`src/rtl/lp_pkg.sv`:
```
// rtl/lp_pkg.sv - shared types and constants for the LP solver scheduler
package lp_pkg;

    localparam int LP_FRAME_BEATS = 7;

    typedef enum logic [2:0] {
        ST_IDLE,
        ST_COLLECT,
        ST_ISSUE,
        ST_WAIT,
        ST_RESP
    } lp_state_e;

    typedef struct packed {
        logic signed [5:0]  a1;
        logic signed [5:0]  a2;
        logic signed [11:0] b;
    } lp_beat_t;

endpackage

```
`src/rtl/lp_rr_arb.sv`:
```
// rtl/lp_rr_arb.sv - round-robin pick of the first request at or after a pointer
module lp_rr_arb #(
    parameter int N  = 4,
    parameter int PW = (N > 1) ? $clog2(N) : 1
) (
    input  logic [N-1:0]  i_req,
    input  logic [PW-1:0] i_ptr,
    output logic [N-1:0]  o_gnt,
    output logic          o_valid
);

    function automatic logic [PW-1:0] wrap_idx(input logic [PW-1:0] p, input int k);
        int s;
        s = int'(p) + k;
        if (s >= N) s = s - N;
        return PW'(s);
    endfunction

    always_comb begin
        o_gnt   = '0;
        o_valid = 1'b0;
        for (int k = 0; k < N; k++) begin
            if (!o_valid && i_req[wrap_idx(i_ptr, k)]) begin
                o_gnt[wrap_idx(i_ptr, k)] = 1'b1;
                o_valid                   = 1'b1;
            end
        end
    end

endmodule

```
`src/rtl/lp_sched.sv`:
```
// rtl/lp_sched.sv - shares one LP solver core among NREQ requesters; LP_SCHED_TIMEOUT_EN adds a WAIT watchdog
module lp_sched
    import lp_pkg::*;
#(
    parameter int NREQ        = 4,
    parameter int TIMEOUT_CYC = 8192
) (
    input  logic                    clk,
    input  logic                    rst_n,
    input  logic [NREQ-1:0]         rq_valid,
    input  logic [NREQ-1:0][5:0]    rq_a1,
    input  logic [NREQ-1:0][5:0]    rq_a2,
    input  logic [NREQ-1:0][11:0]   rq_b,
    output logic [NREQ-1:0]         rq_ready,
    output logic                    lp_in_valid,
    output logic signed [5:0]       lp_in_a1,
    output logic signed [5:0]       lp_in_a2,
    output logic signed [11:0]      lp_in_b,
    input  logic                    lp_out_valid,
    input  logic signed [11:0]      lp_out_max_value,
    output logic [NREQ-1:0]         rsp_valid,
    output logic signed [11:0]      rsp_value,
    output logic                    rsp_err
);

    localparam int PW = (NREQ > 1) ? $clog2(NREQ) : 1;
    localparam logic [2:0] LAST_BEAT = 3'(LP_FRAME_BEATS - 1);

    lp_state_e          r_state;
    lp_state_e          w_state_nxt;
    logic [PW-1:0]      r_grant;
    logic [PW-1:0]      r_rr_ptr;
    logic [2:0]         r_cnt;
    lp_beat_t           r_buf [LP_FRAME_BEATS];
    logic signed [11:0] r_result;
    logic               r_err;

    logic [NREQ-1:0]    w_arb_gnt;
    logic               w_arb_valid;
    logic [PW-1:0]      w_arb_idx;
    logic [NREQ-1:0]    w_owner_1h;
    logic               w_accept;
    logic               w_timeout;

    lp_rr_arb #(.N(NREQ), .PW(PW)) u_arb (
        .i_req   (rq_valid),
        .i_ptr   (r_rr_ptr),
        .o_gnt   (w_arb_gnt),
        .o_valid (w_arb_valid)
    );

    always_comb begin
        w_arb_idx  = '0;
        w_owner_1h = '0;
        for (int k = 0; k < NREQ; k++) begin
            if (w_arb_gnt[k]) w_arb_idx = PW'(k);
            w_owner_1h[k] = (r_grant == PW'(k));
        end
    end

    assign w_accept = (r_state == ST_COLLECT) && |(rq_valid & w_owner_1h);

`ifdef LP_SCHED_TIMEOUT_EN
    localparam int TW = $clog2(TIMEOUT_CYC + 1);
    logic [TW-1:0] r_wait_cnt;

    always_ff @(posedge clk or negedge rst_n) begin
        if (!rst_n)                 r_wait_cnt <= '0;
        else if (r_state == ST_WAIT) r_wait_cnt <= r_wait_cnt + TW'(1);
        else                        r_wait_cnt <= '0;
    end

    // Counter starts at 0 in the first WAIT cycle, so TIMEOUT_CYC-1 marks the last one.
    assign w_timeout = (r_state == ST_WAIT) && (r_wait_cnt == TW'(TIMEOUT_CYC - 1));
`else
    logic w_unused_timeout;
    assign w_unused_timeout = (TIMEOUT_CYC == 0);
    assign w_timeout        = 1'b0;
`endif

    always_ff @(posedge clk or negedge rst_n) begin
        if (!rst_n) r_state <= ST_IDLE;
        else        r_state <= w_state_nxt;
    end

    always_comb begin
        w_state_nxt = r_state;
        case (r_state)
            ST_IDLE:    if (w_arb_valid) w_state_nxt = ST_COLLECT;
            ST_COLLECT: if (w_accept && r_cnt == LAST_BEAT) w_state_nxt = ST_ISSUE;
            ST_ISSUE:   if (r_cnt == LAST_BEAT) w_state_nxt = ST_WAIT;
            ST_WAIT:    if (lp_out_valid || w_timeout) w_state_nxt = ST_RESP;
            ST_RESP:    w_state_nxt = ST_IDLE;
            default:    w_state_nxt = ST_IDLE;
        endcase
    end

    always_ff @(posedge clk or negedge rst_n) begin
        if (!rst_n) begin
            r_grant  <= '0;
            r_rr_ptr <= '0;
            r_cnt    <= '0;
            r_result <= '0;
            r_err    <= 1'b0;
            for (int k = 0; k < LP_FRAME_BEATS; k++) r_buf[k] <= '0;
        end else begin
            case (r_state)
                ST_IDLE: begin
                    if (w_arb_valid) begin
                        r_grant  <= w_arb_idx;
                        r_rr_ptr <= (w_arb_idx == PW'(NREQ - 1)) ? '0 : w_arb_idx + PW'(1);
                        r_cnt    <= '0;
                    end
                end
                ST_COLLECT: begin
                    if (w_accept) begin
                        r_buf[r_cnt] <= {rq_a1[r_grant], rq_a2[r_grant], rq_b[r_grant]};
                        r_cnt        <= (r_cnt == LAST_BEAT) ? 3'd0 : r_cnt + 3'd1;
                    end
                end
                ST_ISSUE: r_cnt <= (r_cnt == LAST_BEAT) ? 3'd0 : r_cnt + 3'd1;
                ST_WAIT: begin
                    // A real result wins over a watchdog expiry in the same cycle.
                    if (lp_out_valid) begin
                        r_result <= lp_out_max_value;
                        r_err    <= 1'b0;
                    end else if (w_timeout) begin
                        r_result <= '0;
                        r_err    <= 1'b1;
                    end
                end
                default: ;
            endcase
        end
    end

    always_comb begin
        rq_ready    = (r_state == ST_COLLECT) ? w_owner_1h : '0;
        lp_in_valid = (r_state == ST_ISSUE);
        lp_in_a1    = '0;
        lp_in_a2    = '0;
        lp_in_b     = '0;
        if (r_state == ST_ISSUE) begin
            lp_in_a1 = r_buf[r_cnt].a1;
            lp_in_a2 = r_buf[r_cnt].a2;
            lp_in_b  = r_buf[r_cnt].b;
        end
        rsp_valid = (r_state == ST_RESP) ? w_owner_1h : '0;
        rsp_value = (r_state == ST_RESP) ? r_result : '0;
        rsp_err   = (r_state == ST_RESP) && r_err;
    end

endmodule

```
`config.mk`:
```
export PLATFORM = sky130hd
export DESIGN_NAME = lp_sched
export DESIGN_NICKNAME = d
export VERILOG_FILES = /design/src/rtl/lp_pkg.sv /design/src/rtl/lp_rr_arb.sv /design/src/rtl/lp_sched.sv
export SDC_FILE = /design/constraint.sdc
export NUM_CORES = 1
export LEC_CHECK = 0
export BUFFER_PORTS_ARGS = -buffer_cell sky130_fd_sc_hd__buf_2
export CAP_MARGIN = 10
export CORE_ASPECT_RATIO = 1.1
export CORE_MARGIN = 10
export CORE_UTILIZATION = 50
export DETAILED_ROUTE_END_ITERATION = 6
export PLACE_DENSITY = 0.71
export SLEW_MARGIN = 20
export SYNTH_ARGS = -nofsm -noshare
export SYNTH_HDL_FRONTEND = slang
export SYNTH_SLANG_ARGS = --single-unit
```
`constraint.sdc`:
```
create_clock -name clk -period 3.27 [get_ports clk]
set_clock_uncertainty 0.2 [all_clocks]
set_input_delay 0.654 -clock clk [delete_from_list [all_inputs] [get_ports clk]]
set_output_delay 0.654 -clock clk [all_outputs]
set_load 0.02 [all_outputs]
```
==> reports/metrics.yaml, run 1 <==
outcome:
  outcome: "finished, violations left"
  violations: "hold timing"
clock_tree:
  clkTransAtPathRegs_ps: 70
  numCtsBuffers: 17
  ctsRootBufferMaster: "clkbuf_16"
  hold_buffers: 0
  clockBufferDepth: 2
  clock_latency_ps: 430
  cts_sinks: 190
  cts_tree: "built"
  cts_setup_buffers: 0
  htree_levels: 4
logic_synthesis:
  synth.distinct_cells: 52
  netlist_instances: 809
  synth_edf_count: 0
  netlist.area_leader.share: 0.4848
  yosysSeqAreaShare: 0.4848
  synth_nets: 930
  yosys.area.top_type: "dfrtp_1"
  yosysWarnings: 0
  synth_simple_gate_area_frac: 0.08829
  syn_area_mm2: 0.009807
  synth_top_family_by_area: "multiplexers"
  avgSynthCellArea_um2: 12.12
  ys_async_sr_fraction: 1.000
  synth_ff_type: "dfrtp_1"
  synth-seq-cells: 190
  synth-adder-area-share: 0.007655
  synth.area.mux_share: 0.3079
  yosysMostFrequentCell: "dfrtp_1"
  synthTopCellsByArea: "dfrtp_1 48%, mux2_2 13%, mux2_1 6.5%"
  ys_top_cells_by_count: "190 x dfrtp_1, 114 x nand2_1, 111 x mux2_2"
  synth_compound_area_frac: 0.07272
  synth_xor_area_frac: 0
timing:
  fmax_ghz: 0.3224
  fin_crit_ps: 3102
  hold_viol: 2
  setup_viol: 0
  grt_setup_unrepaired: "no"
  tightest_slew_ps: 625.2
  relSlewSlack: 0.5832
  whs_ps: -3.927
  finalCritPeriodShare: 0.9486
  setup_ws_ps: 168.0
  slew_viol_final: 0
  tns_ps: 0
floorplan:
  fp.dieArea_mm2: 0.02562
  num_rows: 53
  boundaryPins: 161
  initial_core_util: 0.5100
  dieHeight_um: 166.9
  core_area_mm2: 0.01923
  die_x_um: 153.5
routing:
  ant_nets: 0
  num_vias: 6831
  drt_pre_antenna_iters: 4
  viasPerCell: 5.627
  routedWlPerCell_um: 19.38
  initialDrtViolationCount: 363
  drc: 0
  routed_wl_mm: 23.52
place:
  place_congestion: 0.7474
  place_ws_ps: 62.04
  place.port_buffers: 159
  dp_hpwl_mm: 15.99
global_route:
  antenna_found_initial: 2
  grt_pass1_vias: 7359
  grt_overflow: 0
  grt_max_degree: 67
  grt_pass1_wl_mm: 38.81
  grt_usage: 0.1845
power:
  power.leakage_uw: 0.005354
  irDropWorstVdd_mv: 0.4514
  p_total_uw: 11050
  power_density_mw_per_mm2: 961.4
min_path:
  hold_class: "primary input to asynchronous set/reset pin"
layout:
  drive_gt1_frac: 0.3913
  seqCellArea_mm2: 0.004761
  fillers: 1572
  multi_input_area_mm2: 0.004690
  area_delta_synth_final_pct: 17.21
  nets: 1074
worst_setup_path:
  r2r_cells: 8
  arrival_ps: 2250
  startpoint: "r_cnt[0]"
  critPathRequiredTime_ps: 2420
  endpoint_kind: "output port"
  crit_type: "flop to output port"
  critPathMaxFanout: 30
  cp-start-kind: "flop"
  reg2reg_from: "r_rr_ptr[1]"
flow_run:
  cap_violations: 0
==> layer usage <==
| layer | part of all wire | vias up | wire length [um] | track usage |
|---|---|---|---|---|
| li1 | - | 3202 | - | - |
| met1 | 0.43 | 3443 | 10030 | 0.2231 |
| met2 | 0.50 | 156 | 11750 | 0.3096 |
| met3 | 0.058 | 28 | 1373 | 0.05641 |
| met4 | 0.015 | 2 | 354 | 0.05343 |
| met5 | 0.00055 | - | 13 | 0 |
==> metrics by stage <==
stage | cells | area (um2) | hold WS (ps) | utilization
2_1_floorplan | 809 | 9807 | 158.4 | -
3_3_place_gp | 1181 | 10820 | 249.6 | 0.5628
3_5_place_dp | 1181 | 10820 | 253.8 | 0.5628
6_report | 1214 | 11490 | -3.927 | 0.5977
4_1_cts | 1213 | 11480 | 29.80 | 0.5969
5_1_grt | 1214 | 11490 | 48.09 | 0.5977
==> flip-flops by register name (all words and copies together) (netlist names) <==
signal / cells
r_buf: 168
r_cnt: 3
r_grant: 2
r_result: 12
r_rr_ptr: 2
r_state: 3
==> cell families (layout without fill, tap and decap cells) <==
group           Yosys count  count (layout)
simple gates            182             182
compound gates          118             118
other cells               1               2
flops                   190             190
buf+inv                  68             225
mux                     244             244
fa+ha+maj                 6               6
==> worst paths after layout <==
path	slack, ps	endpoint
worst min register to register	270	r_result[4]
min in group clk	210	r_result[10]
worst min-delay path	-4	r_buf[110]
worst max-delay path	170	lp_in_b[8]
worst max register to register	370	r_rr_ptr[0]
max in group asynchronous	2100	r_buf[83]
==> area by class of cell <==
type                            count  area share
Sequential cell                   190      0.4142
Multi-Input combinational cell    551      0.4080
Timing Repair Buffer              188     0.09230
Clock buffer                       19     0.03853
Tap cell                          247     0.02689
Clock inverter                     13     0.01829
Inverter                            5    0.001633
Antenna cell                        1   0.0002177
==> critical path: stages, from the launching register on <==
cell	delay (ps)
dfrtp_4	620
nor2b_2	190
buf_6	290
nand2_1	110
o211ai_1	100
o21ai_0	150
a21oi_1	160
buf_2	190
==> power by group <==
| part | leakage (uW) | switching, uW | internal (uW) | total (uW) |
|---|---|---|---|---|
| registers | 0.00232 | 628 | 3490 | 4120 |
| logic | 0.00272 | 2410 | 2260 | 4670 |
| clock network | 0.000314 | 886 | 1380 | 2270 |
| total | 0.00535 | 3930 | 7120 | 11100 |
==> placed cells by master (no fill, tap or decap), drive strengths merged, types with 19 or more instances in the layout <==
master	instances
o211ai	23
buf	188
clkbuf	19
mux2i	47
o21ai	49
mux4	29
mux2	168
a21oi	29
nand2	116
dfrtp	190
nor2	20
==> what timing repair did <==
item                       in CTS  in global routing
setup endpoints to repair       1                 40
gates cloned                    0                  0
gates resized for setup         1                  4
Note: power is estimated with default switching activity, not from simulation.
==> run 2, diff against run 1 <==
--- a/config.mk
+++ b/config.mk
@@ -5,13 +5,13 @@
 export SDC_FILE = /design/constraint.sdc
 export NUM_CORES = 1
 export LEC_CHECK = 0
-export BUFFER_PORTS_ARGS = -buffer_cell sky130_fd_sc_hd__buf_2
+export BUFFER_PORTS_ARGS = -buffer_cell sky130_fd_sc_hd__buf_4
 export CAP_MARGIN = 10
 export CORE_ASPECT_RATIO = 1.1
 export CORE_MARGIN = 10
-export CORE_UTILIZATION = 50
+export CORE_UTILIZATION = 41
 export DETAILED_ROUTE_END_ITERATION = 6
-export PLACE_DENSITY = 0.71
+export PLACE_DENSITY = 0.6
 export SLEW_MARGIN = 20
 export SYNTH_ARGS = -nofsm -noshare
 export SYNTH_HDL_FRONTEND = slang
==> run 2 against run 1 <==
Effect of this change:
- the run now ends clean
- worst hold slack better by 46 ps
- sequential cell count is the same
- combinational power grew 3%
- clock-buffer cell count did not move
- global-route usage decreased by 2.6 points
- utilization down 9.0 points
- via count about the same
- critical path type is now flop to flop
- critical endpoint is now r_buf[125]
- largest power group unchanged
==> reports/metrics.yaml, run 2 (same netlist as run 1, synthesis figures left out) <==
layout:
  area_delta_synth_final_pct: 22.35
  final_common_cell: "buf_4"
  drive_gt1_frac: 0.3986
  final_cell_mix: "192 x buf_4, 187 x dfrtp_1, 114 x nand2_1"
  antenna_cells: 0
  nets: 1084
  largestRegisters: "r_buf (168), r_result (12)"
  fillers: 2133
  largest_register_ffs: 168
  top_register: "r_buf"
outcome:
  outcome: "finished clean"
global_route:
  grt_max_degree: 81
  grt_pass1_vias: 7137
  antenna_found_initial: 0
  grt_usage: 0.1580
  grt_overflow: 0
  grt_pass1_wl_mm: 39.33
timing:
  fin_crit_ps: 3038
  slew_viol_final: 0
  hold_viol: 0
  tns_ps: 0
  relSlewSlack: 0.5176
  tightest_slew_ps: 722.1
  fmax_ghz: 0.3291
  setup_viol: 0
  grt_setup_unrepaired: "yes"
  finalCritPeriodShare: 0.9292
worst_setup_path:
  crit_family: "simple AND/OR/NAND/NOR gates"
  rrSetupSlack_ps: 230
  critPathRequiredTime_ps: 3370
  crit_chain: "buf_4 -> nor3b_1 -> and2_1 -> nor2b_1 -> nand3b_4 -> mux2_1"
  arrival_ps: 3140
  critical-path-max-stage-delay_ps: 600
  crit_type: "flop to flop"
  slowest_stage: "nor2b_1"
  endpoint_kind: "flop"
  cp-start-kind: "flop"
  path_buf_inv: 1
  critPathMaxFanout: 24
routing:
  ant_nets: 0
  routed_wl_mm: 24.21
  drc: 0
  drt_pre_antenna_iters: 5
  routedWlPerCell_um: 18.90
  num_vias: 6828
  initialDrtViolationCount: 341
  viasPerCell: 5.330
clock_tree:
  htree_levels: 4
  cts_sinks: 190
  clockBufferDepth: 2
  clkTransAtPathRegs_ps: 70
  clock_latency_ps: 430
  hold_buffers: 0
  ctsRootBufferMaster: "clkbuf_16"
  numCtsBuffers: 17
  cts_tree: "built"
power:
  p_int_uw: 7060
  p_sw_frac: 0.3581
  power_frac_comb: 0.436
  seqPwrFrac: 0.375
  irDropWorstVdd_mv: 0.3911
  p_total_uw: 11000
  power_density_mw_per_mm2: 916.6
  power_switching_uw: 3938
  p_clk_frac: 0.190
  power.leakage_uw: 0.005485
min_path:
  hold_class: "primary input to asynchronous set/reset pin"
place:
  dp_hpwl_mm: 16.47
  place.port_buffers: 159
  place_congestion: 0.7830
floorplan:
  core_area_mm2: 0.02362
  dieHeight_um: 182.2
  num_rows: 59
  initial_core_util: 0.4151
  boundaryPins: 161
  die_x_um: 167.5
  fp.dieArea_mm2: 0.03051
flow_run:
  cap_violations: 0
==> run 2: repair_timing <==
action                     in CTS  in global routing
buffers inserted                0                  6
gates resized for setup         0                  4
setup endpoints to repair       0                 15
==> run 2: worst paths after layout <==
check                                    start     endpoint  cells after the start
min in group clk           lp_out_max_value[2]  r_result[2]                      3
min                                      rst_n    r_buf[91]                      1
max                                 r_state[2]   r_buf[125]                      6
min reg2reg                        r_result[6]  r_result[6]                      2
max in group asynchronous                rst_n   r_buf[121]                      2
max reg2reg                         r_state[2]   r_buf[125]                      6
==> run 2: final cells by class <==
cell class,instances,area [um2],area share
Tap cell,305,381.6,0.03180
Inverter,5,18.77,0.001564
Multi-Input combinational cell,551,4696,0.3913
Clock buffer,19,452.9,0.03775
Clock inverter,13,138.9,0.01157
Timing Repair Buffer,198,1550,0.1292
Sequential cell,190,4761,0.3968
==> run 2: routing by layer <==
layer / track usage / share of wire / vias up
li1: - / - / 3216
met1: 0.2042 / 0.46 / 3441
met2: 0.2591 / 0.49 / 155
met3: 0.04148 / 0.047 / 16
met4: 0.03728 / 0.0078 / 0
met5: 0 / 0 / -
==> run 2: power by group through the flow <==
| stage | clock (uW) | combinational [uW] | sequential (uW) |
|---|---|---|---|
| after floorplan | 0 | 3710 | 3900 |
| after global placement | 0 | 4680 | 4150 |
| after detailed placement | 0 | 4750 | 4180 |
| after CTS | 2130 | 4770 | 4150 |
| after global routing | 2230 | 5320 | 4260 |
| final | 2090 | 4790 | 4120 |
==> run 2: per-stage QoR <==
step / utilization / setup WS, ps / std cells / instance area (um2) / hold slack [ps]
finish: 0.5079 / 231.5 / 1281 / 12000 / 42.43
global placement: 0.4802 / 186.0 / 1243 / 11340 / 250.0
detailed placement: 0.4802 / 148.1 / 1243 / 11340 / 254.0
floorplan: - / 470.2 / 809 / 9807 / 158.4
CTS: 0.5052 / 38.05 / 1275 / 11940 / 83.32
global route: 0.5079 / -1.239 / 1281 / 12000 / 110.0
==> run 2: worst register-to-register path, stage by stage (launching register included) <==
cell and delay (ps):
dfrtp_1 500, buf_4 230, nor3b_1 240, and2_1 210, nor2b_1 600, nand3b_4 460, mux2_1 480
==> run 3, diff against run 2 <==
--- a/config.mk
+++ b/config.mk
@@ -7,7 +7,7 @@
 export LEC_CHECK = 0
 export BUFFER_PORTS_ARGS = -buffer_cell sky130_fd_sc_hd__buf_4
 export CAP_MARGIN = 10
-export CORE_ASPECT_RATIO = 1.1
+export CORE_ASPECT_RATIO = 1.4
 export CORE_MARGIN = 10
 export CORE_UTILIZATION = 41
 export DETAILED_ROUTE_END_ITERATION = 6
==> run 3 against run 2 <==
Effect of this change:
- cell area down 0.57%
- clock-buffer cell count up 5
- largest cell class unchanged
- global-route usage up 0.92 points
- cell count down 0.31%
- critical path depth down 2
- worst setup slack worse by 73 ps
- sequential share of layout area up 0.23 points
- wire length up 3.1%
- worst hold slack better by 160 ps
- fmax down 2.3%
==> reports/metrics.yaml, run 3 (same netlist as run 1, synthesis figures left out) <==
global_route:
  antenna_found_initial: 0
  grt_overflow: 0
  grt_usage: 0.1672
  grt_max_degree: 58
  grt_pass1_wl_mm: 40.41
  grt_pass1_vias: 7445
power:
  power_frac_comb: 0.443
  p_int_uw: 6941
  seqPwrFrac: 0.376
  power_switching_uw: 3933
  p_clk_frac: 0.181
  p_total_uw: 10870
  power.leakage_uw: 0.005437
  p_sw_frac: 0.3617
  irDropWorstVdd_mv: 0.4302
  power_density_mw_per_mm2: 911.5
layout:
  instances_no_fill: 1277
  final_cell_mix: "187 x dfrtp_1, 186 x buf_4, 114 x nand2_1"
  largest_register_ffs: 168
  fillers: 2110
  antenna_cells: 0
  multi_input_area_mm2: 0.004682
  top_register: "r_buf"
  nets: 1080
  largestRegisters: "r_buf (168), r_result (12)"
  area_delta_synth_final_pct: 21.65
  stdcell_area_mm2: 0.01193
  final_common_cell: "dfrtp_1"
  seqCellArea_mm2: 0.004761
  drive_gt1_frac: 0.3893
timing:
  tns_ps: 0
  fmax_ghz: 0.3214
  hold_viol: 0
  finalCritPeriodShare: 0.9514
  tightest_slew_ps: 724.1
  relSlewSlack: 0.5163
  setup_viol: 0
  fin_crit_ps: 3111
  slew_viol_final: 0
  grt_setup_unrepaired: "no"
worst_setup_path:
  crit_type: "flop to output port"
  rrSetupSlack_ps: 270
  crit_chain: "nor2b_1 -> a21oi_1 -> a211oi_1 -> buf_4"
  critical-path-max-stage-delay_ps: 610
  crit_family: "flip-flops"
  cp-start-kind: "flop"
  r2r_cells: 7
  endpoint_kind: "output port"
  slowest_stage: "dfrtp_4"
  path_buf_inv: 1
  critPathRequiredTime_ps: 2420
  critPathMaxFanout: 16
  worst-path-stages: 4
  arrival_ps: 2260
routing:
  num_vias: 6960
  ant_nets: 0
  drc: 0
  routedWlPerCell_um: 19.55
  drt_pre_antenna_iters: 4
  initialDrtViolationCount: 302
  viasPerCell: 5.450
  routed_wl_mm: 24.96
min_path:
  hold_class: "primary input to flop"
  hold_depth: 3
flow_run:
  cap_violations: 0
clock_tree:
  cts_sinks: 190
  ctsRootBufferMaster: "clkbuf_16"
  clockBufferDepth: 2
  clkTransAtPathRegs_ps: 70
  numCtsBuffers: 17
  htree_levels: 4
  clock_latency_ps: 430
  cts_tree: "built"
floorplan:
  fp.dieArea_mm2: 0.03059
  num_rows: 66
  die_x_um: 150.7
  core_area_mm2: 0.02337
  dieHeight_um: 203.0
  boundaryPins: 161
  initial_core_util: 0.4196
place:
  dp_hpwl_mm: 16.89
  placed_cells: 1245
  place_area_mm2: 0.01135
  place.port_buffers: 159
  place_congestion: 0.8059
outcome:
  outcome: "finished clean"
==> run 3: cell count changes in the layout (fill, tap and decap cells not counted), moves of 2 or more <==
cell       before  now
clkinv_2        4    1
clkbuf_8        3    5
clkbuf_1        0    2
bufinv_16       2    0
buf_4         192  186
buf_6           0    2
==> run 3: repair_timing <==
action,CTS,global route
buffers inserted,0,0
gates resized for setup,1,2
endpoints found under the hold margin,47,0
endpoints found under the setup margin,1,4
hold buffers,1,0
==> run 3: through the flow <==
step / setup WS, ps / hold WS [ps] / util
detailed placement: 80.36 / 253.8 / 0.4859
global route: 29.97 / 195.9 / 0.5105
finish: 158.9 / 205.0 / 0.5105
floorplan: 470.2 / 158.4 / -
CTS: 69.22 / 190.7 / 0.5102
global placement: 150.5 / 248.3 / 0.4859
==> run 3: path summary, 6_finish.rpt <==
path	from	to
setup reg to reg	r_state[2]	r_buf[133]
min in group asynchronous	rst_n	r_buf[85]
setup / recovery	r_cnt[0]	lp_in_b[7]
hold reg to reg	r_result[4]	r_result[4]
max in group asynchronous	rst_n	r_buf[156]
hold / removal	lp_out_max_value[5]	r_result[5]
==> run 3: layout make-up <==
class / count / share of cell area
sequential: 190 / 0.3991
multi-input combinational: 551 / 0.3924
clock inverter: 7 / 0.004615
tap: 306 / 0.03209
inverter: 5 / 0.001573
timing repair buffer: 194 / 0.1282
clock buffer: 24 / 0.04206
==> run 3: routing by layer <==
layer	GRT usage	part of all wire	up-vias
met5	0	0	-
met4	0.04514	0.014	0
met3	0.04451	0.054	30
met2	0.2904	0.52	174
met1	0.1982	0.41	3544
li1	-	-	3212
==> run 3: power groups by stage <==
stage	Sequential (uW)	Combinational, uW	Clock [uW]
after CTS	4090	4910	2010
after global placement	4080	4800	0
after floorplan	3900	3710	0
final	4090	4820	1970
after global routing	4240	5330	2110
after detailed placement	4130	4890	0
==> run 3: worst register-to-register path, delay by kind of cell, from the launching register on <==
kind	cells	cell delay, ps
buffers and inverters	2	350
flip-flops	1	380
AND/OR/NAND/NOR	4	1440
multiplexers	1	490
